$ cat src/rtl/instruction_fetch.sv
// Instruction fetch front end for the accumulator CPU: owns the PC, reads the
// synchronous program memory, splits the instruction word and parks on HLT.
module instruction_fetch #(
  parameter int ADDR_W  = 11,
  parameter int OPC_W   = 5,
  parameter int DATA_W  = 16,
  parameter int COUNT_W = 16
) (
  input  logic                      clk,
  input  logic                      reset,
  input  logic                      start,
  input  logic                      WrPC,
  input  logic [DATA_W-1:0]         instr_data,
  output logic [ADDR_W-1:0]         pm_addr,
  output logic                      pm_rd,
  output logic [OPC_W-1:0]          OpCode,
  output logic [DATA_W-OPC_W-1:0]   Operand,
  output logic                      instr_valid,
  output logic                      halted,
  output logic [ADDR_W-1:0]         pc,
  output logic [COUNT_W-1:0]        instr_count
);

  typedef enum logic [2:0] {
    S_IDLE,
    S_FETCH,
    S_WAIT,
    S_EXEC,
    S_HALTED
  } state_t;

  state_t                    r_state;
  state_t                    w_nextState;
  logic                      w_retire;
  logic                      w_halt;
  logic                      w_restart;

  logic [ADDR_W-1:0]         r_pc;
  logic                      r_pmRd;
  logic [OPC_W-1:0]          r_opCode;
  logic [DATA_W-OPC_W-1:0]   r_operand;
  logic                      r_instrValid;
  logic                      r_halted;
  logic [COUNT_W-1:0]        r_instrCount;

  always_ff @(posedge clk) begin
    if (reset) begin
      r_state <= S_IDLE;
    end else begin
      r_state <= w_nextState;
    end
  end

  always_comb begin
    w_nextState = r_state;
    w_retire    = 1'b0;
    w_halt      = 1'b0;
    w_restart   = 1'b0;
    case (r_state)
      S_IDLE: begin
        if (start) w_nextState = S_FETCH;
      end
      S_FETCH: w_nextState = S_WAIT;
      S_WAIT:  w_nextState = S_EXEC;
      S_EXEC: begin
        if (WrPC) begin
          w_nextState = S_FETCH;
          w_retire    = 1'b1;
        end else if (r_opCode == '0) begin
          w_nextState = S_HALTED;
          w_halt      = 1'b1;
        end
      end
      S_HALTED: begin
        if (start) begin
          w_nextState = S_FETCH;
          w_restart   = 1'b1;
        end
      end
      default: w_nextState = S_IDLE;
    endcase
  end

  // pm_rd is registered off the next state so the strobe lines up with FETCH.
  always_ff @(posedge clk) begin
    if (reset) begin
      r_pc         <= '0;
      r_pmRd       <= 1'b0;
      r_opCode     <= '0;
      r_operand    <= '0;
      r_instrValid <= 1'b0;
      r_halted     <= 1'b0;
      r_instrCount <= '0;
    end else begin
      r_pmRd <= (w_nextState == S_FETCH);

      if (r_state == S_WAIT) begin
        r_opCode     <= instr_data[DATA_W-1 -: OPC_W];
        r_operand    <= instr_data[DATA_W-OPC_W-1:0];
        r_instrValid <= 1'b1;
      end

      if (w_retire) begin
        r_pc         <= r_pc + ADDR_W'(1);
        r_instrValid <= 1'b0;
        if (!(&r_instrCount)) begin
          r_instrCount <= r_instrCount + COUNT_W'(1);
        end
      end

      if (w_halt) begin
        r_halted <= 1'b1;
      end

      if (w_restart) begin
        r_halted     <= 1'b0;
        r_pc         <= '0;
        r_instrValid <= 1'b0;
        r_instrCount <= '0;
      end
    end
  end

  assign pm_addr     = r_pc;
  assign pc          = r_pc;
  assign pm_rd       = r_pmRd;
  assign OpCode      = r_opCode;
  assign Operand     = r_operand;
  assign instr_valid = r_instrValid;
  assign halted      = r_halted;
  assign instr_count = r_instrCount;

endmodule

$ cat config.mk
export PLATFORM = sky130hd
export DESIGN_NAME = instruction_fetch
export DESIGN_NICKNAME = d
export VERILOG_FILES = /design/src/rtl/instruction_fetch.sv
export SDC_FILE = /design/constraint.sdc
export NUM_CORES = 1
export LEC_CHECK = 0
export ABC_CLOCK_PERIOD_IN_PS = 1990
export CORE_ASPECT_RATIO = 0.5
export CORE_MARGIN = 3
export CORE_UTILIZATION = 40
export CTS_CLUSTER_SIZE = 14
export DETAILED_ROUTE_END_ITERATION = 8
export GPL_TIMING_DRIVEN = 0
export HOLD_SLACK_MARGIN = 0.05
export PLACE_DENSITY = 0.77
export SYNTH_ARGS = -nofsm -noshare
export SYNTH_HDL_FRONTEND = slang
export SYNTH_SLANG_ARGS = --single-unit
$ cat constraint.sdc
create_clock -name clk -period 1.99 [get_ports clk]
set_input_delay 0.398 -clock clk [delete_from_list [all_inputs] [get_ports clk]]
set_output_delay 0.398 -clock clk [all_outputs]
set_load 0.02 [all_outputs]
======== After elaboration in Yosys (flattened, before gate mapping) ========
Index checks and enable logic that the tools add are counted.
operators by class
  equality and inequality tests ........... 5
  reductions and logical operators ........ 7
  bitwise gates (word level) .............. 1
  add/subtract/negate cells ............... 2
  multiplexer cells ....................... 11
operators with widths
  cell                                           count
  adder 16 x 1 -> 16 bit, second input constant  1
  AND reduction 16 bit                           1
  case mux 3 bit (4 select lines)                1
  adder 11 x 1 -> 11 bit, second input constant  1
  two-way mux 3 bit                              3
  two-way mux 1 bit                              7
  == test 3 x 1 -> 1 bit, second input constant  2
  == test 3 x 2 -> 1 bit, second input constant  2
  zero test 5 bit                                1
  OR reduction 2 bit                             2
  == test 3 bit, second input constant           1
  zero test 3 bit                                1
  OR reduction 3 bit                             1
  AND reduction 2 bit                            1
  inverter 1 bit                                 1
word-level totals
  register bits ........................... 49
  output and inout port bits .............. 57
  logic and storage cells ................. 34
  bits of input ports ..................... 20

======== Logic depth before layout (Yosys ltp) ========
  word-level depth ........................ 5
  gate-level depth with buffers ........... 7

======== Worst setup path after synthesis ========
Ideal clock, no wire load.
  path kind ............................... reg-to-reg
  start point ............................. reg r_instrCount[0], in the netlist instr_count[0]
  end point ............................... reg r_instrCount[15], in the netlist instr_count[15]
  library setup time ...................... 0.130 ns
  slack ................................... 0.138 ns
  buffers on the path ..................... 0
  arrival time ............................ 1.721 ns
  stages on the path, launching flop included .. 6
  cell sequence ........................... dfxtp_1 > ha_1 > nand4_1 > nor3_1 > nor4b_1 > mux2i_1
between the ends
  longest elaborated chain between the ends .. 3
  elaborated cells between the ends (all ways) .. 4
ends and longest elaborated chain
  item                                                            line  text
  from (decl)                                                     44    logic [COUNT_W-1:0] r_instrCount;
  from (signal assigned)                                          107   r_instrCount <= r_instrCount + COUNT_W'(1);
  branches (longest 3 deep; another with adder 16 x 1 -> 16 bit)  --
Several ways; the timed one is not identified.
A chain may end at the register's enable or synchronous reset.

======== Worst setup path in the final report ========
  start point ............................. reg r_pc[4], in the netlist pc[4]
  end point ............................... out pm_addr[4]
RTL lines
  item                    line  text
  from (decl)             38    logic [ADDR_W-1:0] r_pc;
  from (signal assigned)  104   r_pc <= r_pc + ADDR_W'(1);
  to (decl)               14    output logic [ADDR_W-1:0] pm_addr,
No word-level cell between the ends.

==> impl_results.md <==
- Leading area contributor after synthesis: dfxtp_1
- Mapped Cells: 270
- Post-synth EDFFs: 0
- Router iterations before antenna repair: 4
- H-tree depth: 2
- Routed len/inst: 13.5 um
- Via count: 2,211
- Via-to-Cell Ratio: 5.20
- CTS tree: built
- Peak VDD IR: 0.449 mV
- Critical Path RT: 1590 ps
- Post-synth cell types: 41
- Largest net degree at the start of global routing: 16
- Setup-failing EPs final: 0
- Syn-to-layout area delta: 48.3%
- Setup crit end kind: primary output
- Min Tclk post-route: 1850 ps
- Leak: 1.20 nW
- Clock Skew: 7.52 ps
- Crit-path max cell delay: 590 ps
- Worst path slowest cell: clkdlybuf4s50_1
- Top-count cell post-synth: dfxtp_1
- Fill cells: 435
- Hold crit path type: reg2reg
- Die height: 59.1 um
- Pwr Density: 710 nW/um^2
- Gpl congestion: 0.840
- Slew headroom: 0.664
- Worst Path Arrival: 1450 ps
- Post-Route WL: 5740 um
- Psw: 0.570 mW
- Placed instance area: 3100 sq um
- Synth top cells by count: 49 x dfxtp_1, 43 x nand2_1, 30 x a21oi_1
- Ports: 77
- Design area: 3340 sq um
- Critical path cell sequence: buf_4, clkdlybuf4s50_1
- Syn_nets: 292
- Core footprint: 5180 sq um
- Vias in the first global route: 2,020
- Total track usage: 0.171
- Root cell of the clock tree: clkbuf_16
- Max clock buf depth: 2
- Final Cycle Share: 0.928
- Residual DRC count: 0
- Worst Tran Pin Value: 503 ps
- DRC marker count from the first detailed-route iteration: 163
- Crit path kind: reg2out
- Syn Std Cell Area: 2250 sq um
- Fin Hold WS: 458 ps
- Global-route wire length before repair: 9250 um
- Pins Over Slew Limit: 0
- Die Area: 6620 sq um
- Cell total after placement: 416
- Hold_buf cts: 0
- YS warnings: 0
- Initial Utilization: 0.435
- # diodes: 0
- Async SR Flop Fraction: 0
- Switching Share: 0.240
- Total gr overflow: 0
- Die width: 112 um
- Clock Latency Late Sink: 290 ps
- Nets: 376
- Share of post-route cells with drive strength above 1: 0.107
- HPWL after DPL: 4250 um
- Cell internal pwr: 1.80 mW
- Final hold vios: 0
- Area fraction of the dominant cell type after synthesis: 0.435
- Crit path max fanout: 6
- Seq/Total Area, Yosys: 0.435
- Fmax: 542 MHz
- Max Cap Viol: 0
- CTS Buf Count: 5
- Yosys reg bits: 49
- Fin cells: 425
- Initial antenna violation count: 0
- RSZ-0062 raised after global routing: no
- Crit start category: register
- Synth Flop Type: dfxtp_1
- Top cells by area, synth: dfxtp_1 44%, nand2_1 7.2%, a21oi_1 6.7%
- Design Power: 2.37 mW
- Status: completed
- TritonCTS Sinks: 49
- Worst-path clk slew: 70 ps
- Port bufs: 76
- Final ANT Viol Nets: 0
- Clock power share: 0.418
- Combinational share of power: 0.141
- Sequential power share: 0.441
- Standard-cell rows: 18
- Syn avg cell area: 8.35 sq um
sequential cells by signal, indices dropped and copies added, names as in the netlist:
signal	count
OpCode	5
pc	11
instr_count	16
halted	1
pm_rd	1
Operand	11
instr_valid	1
r_state	3
critical path: cells and delay by family, from the launching register on:
family / cells / cell delay (ps)
buffers and inverters: 2 / 730
flip-flops: 1 / 430
through the flow:
stage	setup WS (ps)	util	TNS [ps]
finish	144	0.645	0
global route	25.3	0.645	0
CTS	10.9	0.635	0
detailed placement	-289	0.599	-4940
global placement	-243	0.599	-4180
floorplan	138	-	0
cell type report:
| class | count | area (sq um) | area share |
|---|---|---|---|
| clock inverters | 2 | 37.5 | 0.0112 |
| plain buffers | 23 | 146 | 0.0438 |
| clock buffers | 6 | 139 | 0.0416 |
| flip-flops and latches | 49 | 981 | 0.294 |
| multi-input cells | 190 | 1150 | 0.344 |
| well taps | 70 | 87.6 | 0.0262 |
| repair buffers | 77 | 771 | 0.231 |
| inverters | 8 | 30.0 | 0.00899 |
power groups by stage:
stage          Sequential (mW)  Combinational (mW)  Clock [mW]
5_1_grt                   1.05               0.365        1.04
3_3_place_gp              1.07               0.325           0
3_5_place_dp              1.07               0.333           0
6_report                  1.05               0.334       0.992
4_1_cts                   1.05               0.334        1.01
2_1_floorplan             1.11               0.141           0
logic make-up (layout without fill, tap and decap cells):
family	Yosys count	count (layout)	synth area share
multiplexers	2	2	0.00888
adder cells (fa/ha/maj)	2	2	0.0111
XOR/XNOR	8	8	0.0311
flip-flops	49	49	0.435
AO/OA/AOI/OAI	54	54	0.139
AND/OR/NAND/NOR	124	124	0.297
buffers and inverters	31	116	0.0772
per-layer routing:
| metal | track usage | up-vias | routed length, um |
|---|---|---|---|
| met2 | 0.304 | 55 | 2780 |
| met3 | 0.0418 | 8 | 240 |
| met4 | 0.0411 | 0 | 59 |
| li1 | - | 1118 | - |
| met5 | 0 | - | 0 |
| met1 | 0.213 | 1030 | 2660 |
cell usage in the layout, fill, tap and decap left out, types with 2 or more instances in the layout:
cell / synthesis / layout
nand3_1: 6 / 6
and3_1: 3 / 3
clkbuf_2: 0 / 2
mux2i_1: 2 / 2
or4_1: 4 / 4
dfxtp_1: 49 / 49
clkdlybuf4s50_1: 0 / 75
o21a_1: 3 / 3
ha_1: 2 / 2
xnor2_1: 7 / 7
a21oi_1: 30 / 30
nor2_1: 18 / 17
or2_2: 3 / 3
nand4_4: 2 / 2
nor4_4: 0 / 2
o21ai_0: 9 / 9
inv_1: 8 / 8
o31a_1: 2 / 2
clkbuf_1: 7 / 5
clkbuf_16: 0 / 5
buf_4: 13 / 14
o31ai_1: 4 / 4
and4_1: 3 / 3
or3_1: 10 / 10
nand2b_1: 2 / 2
nor4_1: 9 / 7
nand2_1: 43 / 43
nor3_1: 9 / 8
nand4_1: 6 / 6
what timing repair did:
action                     in CTS  in global routing
resized for setup               2                 11
setup buffers                   0                  1
setup endpoints to repair       7                 33
path summary, 6_finish.rpt:
check | from | depth (start not counted) | to | slack [ps]
max | pc[4]$_SDFFE_PP0P_ | 2 | pm_addr[4] | 140
min | Operand[1]$_SDFFE_PP0P_ | 2 | Operand[1]$_SDFFE_PP0P_ | 460
max reg2reg | r_state[2]$_SDFF_PP0_ | 6 | OpCode[2]$_SDFFE_PP0P_ | 190
min reg2reg | Operand[1]$_SDFFE_PP0P_ | 2 | Operand[1]$_SDFFE_PP0P_ | 460
No activity file was read; power rests on OpenSTA's default activity.
